## config.mk

```make
export PLATFORM = sky130hd
export DESIGN_NAME = ex_mem_stage
export DESIGN_NICKNAME = d
export VERILOG_FILES = /design/src/rtl/ex_mem_pkg.sv /design/src/rtl/ex_mem_stage_pipe_slot.sv /design/src/rtl/ex_mem_stage.sv
export SDC_FILE = /design/constraint.sdc
export NUM_CORES = 1
export LEC_CHECK = 0
export BUFFER_PORTS_ARGS = -buffer_cell sky130_fd_sc_hd__buf_4
export CAP_MARGIN = 20
export CELL_PAD_IN_SITES_DETAIL_PLACEMENT = 1
export CELL_PAD_IN_SITES_GLOBAL_PLACEMENT = 1
export CORE_MARGIN = 2
export CORE_UTILIZATION = 43
export CTS_CLUSTER_DIAMETER = 150
export DETAILED_ROUTE_END_ITERATION = 12
export PLACE_DENSITY_LB_ADDON = 0.1
export SLEW_MARGIN = 20
export SYNTH_ARGS = -nofsm -noshare
export SYNTH_HDL_FRONTEND = slang
export SYNTH_SLANG_ARGS = --single-unit
```

## constraint.sdc

```tcl
create_clock -name clk -period 2.3 [get_ports clk]
set_input_delay 0.345 -clock clk [delete_from_list [all_inputs] [get_ports clk]]
set_output_delay 0.345 -clock clk [all_outputs]
set_load 0.05 [all_outputs]
```

## src/rtl/ex_mem_pkg.sv

```systemverilog
// Shared types and defaults for the EX/MEM pipeline stage.
// Control bundle carried from execute to memory/write-back.
package ex_mem_pkg;

  typedef struct packed {
    logic mem_read;
    logic mem_write;
    logic mem_to_reg;
    logic reg_write;
  } mem_ctrl_t;

  localparam mem_ctrl_t MEM_CTRL_NOP = '0;

  localparam int DATA_W_DEF     = 8;
  localparam int REG_ADDR_W_DEF = 3;

endpackage

```

## src/rtl/ex_mem_stage_pipe_slot.sv

```systemverilog
// One EX/MEM entry: valid, control, store data, ALU result, dst.
// Clear wins over load; an invalid entry always holds a NOP control.
module pipe_slot
  import ex_mem_pkg::*;
#(
  parameter int DATA_W     = DATA_W_DEF,
  parameter int REG_ADDR_W = REG_ADDR_W_DEF
) (
  input  logic                  clk,
  input  logic                  rst,
  input  logic                  clear,
  input  logic                  load,
  input  mem_ctrl_t             d_ctrl,
  input  logic [DATA_W-1:0]     d_store_data,
  input  logic [DATA_W-1:0]     d_alu_out,
  input  logic [REG_ADDR_W-1:0] d_reg_dst,
  output logic                  valid,
  output mem_ctrl_t             ctrl,
  output logic [DATA_W-1:0]     store_data,
  output logic [DATA_W-1:0]     alu_out,
  output logic [REG_ADDR_W-1:0] reg_dst
);

  always_ff @(posedge clk or posedge rst) begin
    if (rst) begin
      valid      <= 1'b0;
      ctrl       <= MEM_CTRL_NOP;
      store_data <= '0;
      alu_out    <= '0;
      reg_dst    <= '0;
    end else if (clear) begin
      valid      <= 1'b0;
      ctrl       <= MEM_CTRL_NOP;
      store_data <= '0;
      alu_out    <= '0;
      reg_dst    <= '0;
    end else if (load) begin
      valid      <= 1'b1;
      ctrl       <= d_ctrl;
      store_data <= d_store_data;
      alu_out    <= d_alu_out;
      reg_dst    <= d_reg_dst;
    end
  end

endmodule

```

## src/rtl/ex_mem_stage.sv

```systemverilog
// EX/MEM stage: valid/ready handshake, flush, optional skid entry,
// and a forwarding tap taken from the registered main entry.
module ex_mem_stage
  import ex_mem_pkg::*;
#(
  parameter int DATA_W     = DATA_W_DEF,
  parameter int REG_ADDR_W = REG_ADDR_W_DEF,
  parameter bit SKID_EN    = 1'b1
) (
  input  logic                  clk,
  input  logic                  rst,
  input  logic                  flush,
  input  logic                  in_valid,
  output logic                  in_ready,
  input  logic                  in_mem_read,
  input  logic                  in_mem_write,
  input  logic                  in_mem_to_reg,
  input  logic                  in_reg_write,
  input  logic [DATA_W-1:0]     in_store_data,
  input  logic [DATA_W-1:0]     in_alu_out,
  input  logic [REG_ADDR_W-1:0] in_reg_dst,
  output logic                  out_valid,
  input  logic                  out_ready,
  output logic                  out_mem_read,
  output logic                  out_mem_write,
  output logic                  out_mem_to_reg,
  output logic                  out_reg_write,
  output logic [DATA_W-1:0]     out_store_data,
  output logic [DATA_W-1:0]     out_alu_out,
  output logic [REG_ADDR_W-1:0] out_reg_dst,
  output logic                  fwd_valid,
  output logic [REG_ADDR_W-1:0] fwd_reg_dst,
  output logic [DATA_W-1:0]     fwd_data,
  output logic [1:0]            occupancy
);

  mem_ctrl_t             in_ctrl;
  mem_ctrl_t             main_ctrl;
  mem_ctrl_t             skid_ctrl;
  logic                  main_valid;
  logic                  skid_valid;
  logic [DATA_W-1:0]     skid_store_data;
  logic [DATA_W-1:0]     skid_alu_out;
  logic [REG_ADDR_W-1:0] skid_reg_dst;

  logic                  in_xfer;
  logic                  out_xfer;
  logic                  main_from_skid;
  logic                  main_load;
  logic                  main_clr;
  mem_ctrl_t             main_d_ctrl;
  logic [DATA_W-1:0]     main_d_store_data;
  logic [DATA_W-1:0]     main_d_alu_out;
  logic [REG_ADDR_W-1:0] main_d_reg_dst;

  assign in_ctrl = '{
    mem_read:   in_mem_read,
    mem_write:  in_mem_write,
    mem_to_reg: in_mem_to_reg,
    reg_write:  in_reg_write
  };

  assign in_xfer  = in_valid && in_ready;
  assign out_xfer = main_valid && out_ready;

  // Main refills from skid first to keep FIFO order.
  assign main_from_skid = skid_valid && out_xfer;
  assign main_load = main_from_skid
                  || (in_xfer && (!main_valid || out_xfer));
  assign main_clr  = flush || (out_xfer && !main_load);

  always_comb begin
    main_d_ctrl       = in_ctrl;
    main_d_store_data = in_store_data;
    main_d_alu_out    = in_alu_out;
    main_d_reg_dst    = in_reg_dst;
    if (main_from_skid) begin
      main_d_ctrl       = skid_ctrl;
      main_d_store_data = skid_store_data;
      main_d_alu_out    = skid_alu_out;
      main_d_reg_dst    = skid_reg_dst;
    end
  end

  pipe_slot #(
    .DATA_W     (DATA_W),
    .REG_ADDR_W (REG_ADDR_W)
  ) u_main (
    .clk          (clk),
    .rst          (rst),
    .clear        (main_clr),
    .load         (main_load),
    .d_ctrl       (main_d_ctrl),
    .d_store_data (main_d_store_data),
    .d_alu_out    (main_d_alu_out),
    .d_reg_dst    (main_d_reg_dst),
    .valid        (main_valid),
    .ctrl         (main_ctrl),
    .store_data   (out_store_data),
    .alu_out      (out_alu_out),
    .reg_dst      (out_reg_dst)
  );

  if (SKID_EN) begin : g_skid
    pipe_slot #(
      .DATA_W     (DATA_W),
      .REG_ADDR_W (REG_ADDR_W)
    ) u_skid (
      .clk          (clk),
      .rst          (rst),
      .clear        (flush || main_from_skid),
      .load         (in_xfer && main_valid && !out_xfer),
      .d_ctrl       (in_ctrl),
      .d_store_data (in_store_data),
      .d_alu_out    (in_alu_out),
      .d_reg_dst    (in_reg_dst),
      .valid        (skid_valid),
      .ctrl         (skid_ctrl),
      .store_data   (skid_store_data),
      .alu_out      (skid_alu_out),
      .reg_dst      (skid_reg_dst)
    );
    assign in_ready = !skid_valid;
  end else begin : g_no_skid
    assign skid_valid      = 1'b0;
    assign skid_ctrl       = MEM_CTRL_NOP;
    assign skid_store_data = '0;
    assign skid_alu_out    = '0;
    assign skid_reg_dst    = '0;
    assign in_ready        = !main_valid || out_ready;
  end

  assign out_valid      = main_valid;
  assign out_mem_read   = main_ctrl.mem_read;
  assign out_mem_write  = main_ctrl.mem_write;
  assign out_mem_to_reg = main_ctrl.mem_to_reg;
  assign out_reg_write  = main_ctrl.reg_write;

  assign fwd_valid   = main_valid && main_ctrl.reg_write
                    && !main_ctrl.mem_to_reg;
  assign fwd_reg_dst = out_reg_dst;
  assign fwd_data    = out_alu_out;

  assign occupancy = {1'b0, main_valid} + {1'b0, skid_valid};

endmodule

```

# ---- Yosys cells after proc, flatten, opt, wreduce, memory -nomap -nowiden
# Cells that the tools add are included.
dict set report classes {
  add_sub_neg 1
  n_mux 24
  n_reduce_logical 20
}
# op n
set ops {}
lappend ops {{2-to-1 mux 8 bit} 10}
lappend ops {{2-to-1 mux 4 bit} 5}
lappend ops {{2-to-1 mux 3 bit} 5}
lappend ops {{logical AND 1 bit} 9}
lappend ops {{logical NOT 1 bit} 5}
lappend ops {{logical OR 1 bit} 4}
lappend ops {{2-to-1 mux 1 bit} 4}
lappend ops {{nonzero test 2 bit} 2}
lappend ops {{adder 1 x 1 -> 2 bit} 1}
dict set report word_totals {
  ff_bits 48
  out_inout_bits 39
  wordCells 61
}

# ---- Depth between registers and ports, before layout
dict set report logic_depth {
  ltp_word 8
  ltp_mapped 6
  ltp_nobuf 3
}

# ---- Hierarchy
# A second synthesis with hierarchy kept.
dict set report hier_totals {
  hier_cells 204
  hier_area_um2 2501.1
}
# module instances cells_each area_each_um2 seq_area_each_um2
set modules_own_cells {}
lappend modules_own_cells {pipe_slot 2 78 988.4 600.6}
lappend modules_own_cells {ex_mem_stage 1 48 524.3 0.0}

# ---- Least setup slack after synthesis
# No wires, ideal clock.
dict set report synth_timing {
  path_type {flip-flop to flip-flop}
  from {register u_main.valid}
  to {register u_main.reg_dst[2]}
  arrival_time_ns 1.730
  setup_slack_ns 0.449
  stages_incl_launch_ff 7
  synth_period_minus_slack_ns 1.851
  cell_sequence {dfrtp_1 -> buf_6 -> nor2b_1 -> clkbuf_2 -> clkbuf_1 -> nor3_1 -> a2111oi_1}
}
dict set report synth_between {
  elab_chain_cells 8
}
# item line_no
set synth_rtl {}
lappend synth_rtl {{from (decl)} ex_mem_stage_pipe_slot.sv:17} ;# output logic valid,
lappend synth_rtl {{from (signal assigned)} ex_mem_stage_pipe_slot.sv:26} ;# valid <= 1'b0;
lappend synth_rtl {{from (signal assigned)} ex_mem_stage_pipe_slot.sv:32} ;# valid <= 1'b0;
lappend synth_rtl {{from (signal assigned)} ex_mem_stage_pipe_slot.sv:38} ;# valid <= 1'b1;
lappend synth_rtl {{logical NOT 1 bit or logical AND 1 bit (tied branches)} {ex_mem_stage.sv:69, ex_mem_stage.sv:64}}
lappend synth_rtl {{logical OR 1 bit} ex_mem_stage.sv:69} ;# || (in_xfer && (!main_valid || out_xfer));
lappend synth_rtl {{logical AND 1 bit} ex_mem_stage.sv:69}
lappend synth_rtl {{logical OR 1 bit} ex_mem_stage.sv:69}
lappend synth_rtl {{logical NOT 1 bit} ex_mem_stage.sv:70} ;# assign main_clr = flush || (out_xfer && !main_load);
lappend synth_rtl {{logical AND 1 bit} ex_mem_stage.sv:70}
lappend synth_rtl {{logical OR 1 bit} ex_mem_stage.sv:70}
lappend synth_rtl {{2-to-1 mux 3 bit or nonzero test 2 bit (tied branches)} --}
lappend synth_rtl {{to (signal assigned)} ex_mem_stage_pipe_slot.sv:42} ;# reg_dst <= d_reg_dst;
lappend synth_rtl {{to (decl)} ex_mem_stage_pipe_slot.sv:21} ;# output logic [REG_ADDR_W-1:0] reg_dst
# Parallel ways exist; a longest one is shown, timed or not. The select of a mux whose other input is x is not followed.
# A chain may end at the register's enable or synchronous reset.

# ---- Worst setup path after layout
dict set report layout_timing {
  from {register g_skid.u_skid.valid}
  to {register g_skid.u_skid.ctrl[0] in the netlist's numbering}
}
dict set report layout_between {
  elab_chain_cells 5
}
# item line_no
set layout_rtl {}
lappend layout_rtl {{from (decl)} ex_mem_stage_pipe_slot.sv:17}
lappend layout_rtl {{from (signal assigned)} ex_mem_stage_pipe_slot.sv:26}
lappend layout_rtl {{from (signal assigned)} ex_mem_stage_pipe_slot.sv:32}
lappend layout_rtl {{from (signal assigned)} ex_mem_stage_pipe_slot.sv:38}
lappend layout_rtl {{logical NOT 1 bit} ex_mem_stage.sv:123} ;# assign in_ready = !skid_valid;
lappend layout_rtl {{logical AND 1 bit} ex_mem_stage.sv:63} ;# assign in_xfer = in_valid && in_ready;
lappend layout_rtl {{logical AND 1 bit (2 in a row)} ex_mem_stage.sv:112} ;# .load (in_xfer && main_valid && !out_xfer),
lappend layout_rtl {{nonzero test 2 bit (no source line)} --}
lappend layout_rtl {{to (signal assigned)} ex_mem_stage_pipe_slot.sv:39} ;# ctrl <= d_ctrl;
lappend layout_rtl {{to (decl)} ex_mem_stage_pipe_slot.sv:18} ;# output mem_ctrl_t ctrl,
# Parallel ways exist; a longest one is shown, timed or not.

==> impl_metrics.csv <==
group,metric,value,unit
outcome,outcome,"finished, final reports clean",
timing,fmax,501,MHz
setup_path,startpoint,"g_skid.u_skid.valid$_DFFE_PP0P_",
clock_network,cts_tree,"built",
global_route,grt_pass1_vias,2168,
setup_path,cpPeakStageDelay,0.80,ns
place,dp_slack,0.348,ns
global_route,antenna_found_initial,0,
timing,slew_headroom,0.330,
layout,final_common_cell,"buf_4",
layout,drive_gt1_frac,0.399,
timing,rsz0062_at_grt,"no",
floorplanning,num_rows,27,
route,drc,0,
setup_path,worstSetupEndpointType,"flip-flop",
logic_synthesis,syn_inst,220,
clock_network,cts_setup_buffers,0,
timing,hold_viol_final,0,
logic_synthesis,postSynthAreaPerCell,11.2,sq um
setup_path,r2r_cells,4,
logic_synthesis,synth_cell_types,28,
floorplanning,core-area,5510,sq um
setup_path,cp.required,2.53,ns
clock_network,hold_buffers,0,
setup_path,crit_path_max_fanout,23,
layout,fin_cells,340,
job,max_cap_violations,0,
route,drt_wl_total,6480,um
setup_path,worst-path-buf-inv,1,
floorplanning,fp.dieH,79.5,um
clock_network,clk_pin_slew,0.09,ns
place,dp_hpwl,4290,um
power,power_leakage,1.33,nW
setup_path,cp-endpoint,"g_skid.u_skid.ctrl[0]$_DFFE_PP0P_",
floorplanning,pin_count,67,
global_route,grt-ovfl-total,0,
logic_synthesis,ys.flop_type,"dfrtp_1",
logic_synthesis,syn-num-nets,249,
setup_path,start_kind,"flip-flop",
timing,fin_crit_sh,0.868,
clock_network,clock_path_buffers,2,
timing,worst_pin_slew,1.00,ns
timing,finalSetupViolCount,0,
timing,setup-tns-final,0,ns
setup_path,path_depth,4,
timing,setup_ws,0.304,ns
route,drt_pass1_iterations,4,
floorplanning,initial_core_util,0.446,
setup_path,r2r_start,"g_skid.u_skid.valid$_DFFE_PP0P_",
logic_synthesis,async_flop_share,1.00,
global_route,grt_pass1_wl,10800,um
clock_network,numCtsBuffers,5,
clock_network,cts_root_buffer,"clkbuf_8",
place,numPortBuffers,66,
layout,final_nets,297,
logic_synthesis,ys_seq_area_frac,0.490,
setup_path,rr_endpoint,"g_skid.u_skid.ctrl[0]$_DFFE_PP0P_",
clock_network,htree_levels,2,
logic_synthesis,synth_area,2450,sq um
hold_path,worstHoldPathType,"in -> async",
setup_path,worstSetupPathType,"reg -> reg",
logic_synthesis,ys_seq_elements,48,
logic_synthesis,ys.warnings.count,0,
timing,timing.final.crit_period,2.00,ns
setup_path,critical_path.cell_chain,"buf_4, nor3b_1, o21ai_2, a32o_1",
power,vdd_drop_max,0.277,mV
route,via_count,1989,
clock_network,cts_resized,0,
global_route,grt_usage,0.218,
layout,fillCellCount,606,
logic_synthesis,synth-edff-count,0,
route,ant_nets,0,
route,via_per_inst,5.85,
setup_path,r2r_slack,0.30,ns
global_route,grt_max_degree,30,
clock_network,cts.sinks,48,
place,routabilityCongestion,0.732,
clock_network,clk_latency,0.29,ns
setup_path,crit_family,"compound AO/OA/AOI/OAI gates",
layout,final_cell_mix,"buf_4, dfrtp_1, inv_1, nor3_1, a32o_1",
timing,slew_violations,0,
layout,num_antenna_cells,0,
place,dp.cells,333,
route,first_iter_violations,134,
layout,areaGrowthSynthToFinish,23.5,%
timing,worst_clock_skew,0.00378,ns
setup_path,crit_slowest_cell,"o21ai_2",
power,power,0.00208,W
power,p_per_area,688,nW/um^2
setup_path,critPathArrivalTime,2.23,ns
floorplanning,die-area,6330,sq um
route,wl_per_cell,19.1,um
floorplanning,die-width,79.5,um
[report_power, final]
part | leakage, nW | internal [W] | switching (W)
logic | 0.632 | 0.000192 | 0.000420
clock network | 0.0503 | 0.000268 | 0.000274
registers | 0.648 | 0.000892 | 0.0000381
[synth_stat cells (3+ instances only)]
| library cell | count | area, sq um |
|---|---|---|
| dfrtp_1 | 48 | 1200 |
| inv_1 | 27 | 101 |
| a32o_1 | 23 | 230 |
| nor3_1 | 23 | 115 |
| a211oi_1 | 22 | 165 |
| a2111oi_2 | 18 | 270 |
| clkbuf_1 | 13 | 48.8 |
| buf_4 | 12 | 90.1 |
| buf_2 | 7 | 35.0 |
| a2111oi_0 | 4 | 35.0 |
| nand2_1 | 3 | 11.3 |
[kinds of logic (layout without fill, tap and decap cells)]
kind of cell	Yosys count	count (layout)	synth area share
buf+inv	63	111	0.125
fa+ha+maj	1	1	0.00510
compound gates	74	74	0.306
simple gates	34	34	0.0739
flops	48	48	0.490
[routing by layer]
layer / routed length [um] / share of wire / GRT usage / vias to the layer above
li1: - / - / - / 918
met4: 38 / 0.0059 / 0.0448 / 0
met3: 301 / 0.046 / 0.0328 / 4
met1: 2880 / 0.44 / 0.295 / 1009
met5: 0 / 0 / 0 / -
met2: 3260 / 0.50 / 0.373 / 58
[cell type report]
class	instances	area (sq um)	share of cell area
tap	72	90.1	0.0297
sequential	48	1200	0.396
timing repair buffer	77	578	0.191
multi-input combinational	109	963	0.318
clock buffer	7	96.3	0.0318
inverter	27	101	0.0334
[flip-flops by register name, indices dropped and copies added, names as in the netlist]
register,count
g_skid.u_skid.store_data,8
g_skid.u_skid.alu_out,8
u_main.valid,1
u_main.store_data,8
u_main.alu_out,8
u_main.reg_dst,3
u_main.ctrl,4
g_skid.u_skid.ctrl,4
g_skid.u_skid.valid,1
g_skid.u_skid.reg_dst,3
[worst min-delay path by stage]
| stage | startpoint | endpoint | cells after the start |
|---|---|---|---|
| 2_1_floorplan | out_ready | g_skid.u_skid.valid$_DFFE_PP0P_ | 1 |
| 3_3_place_gp | rst | u_main.store_data[0]$_DFFE_PP0P_ | 2 |
| 3_5_place_dp | rst | u_main.store_data[0]$_DFFE_PP0P_ | 2 |
| 4_1_cts | rst | u_main.store_data[0]$_DFFE_PP0P_ | 2 |
| 5_1_grt | rst | u_main.store_data[1]$_DFFE_PP0P_ | 2 |
| 6_report | rst | u_main.reg_dst[1]$_DFFE_PP0P_ | 2 |
[worst register-to-register path, stage by stage (launching register included)]
cell	delay [ns]
dfrtp_1	0.49
buf_4	0.27
nor3b_1	0.09
o21ai_2	0.80
a32o_1	0.29
[through the flow]
step | hold slack (ns) | util | cell area (sq um)
after floorplan | 0.457 | - | 2450
after global placement | 0.470 | 0.533 | 2930
after detailed placement | 0.468 | 0.533 | 2930
after CTS | 0.151 | 0.550 | 3030
after global routing | 0.183 | 0.550 | 3030
final | 0.135 | 0.550 | 3030
No activity file was read; power rests on OpenSTA's default activity.
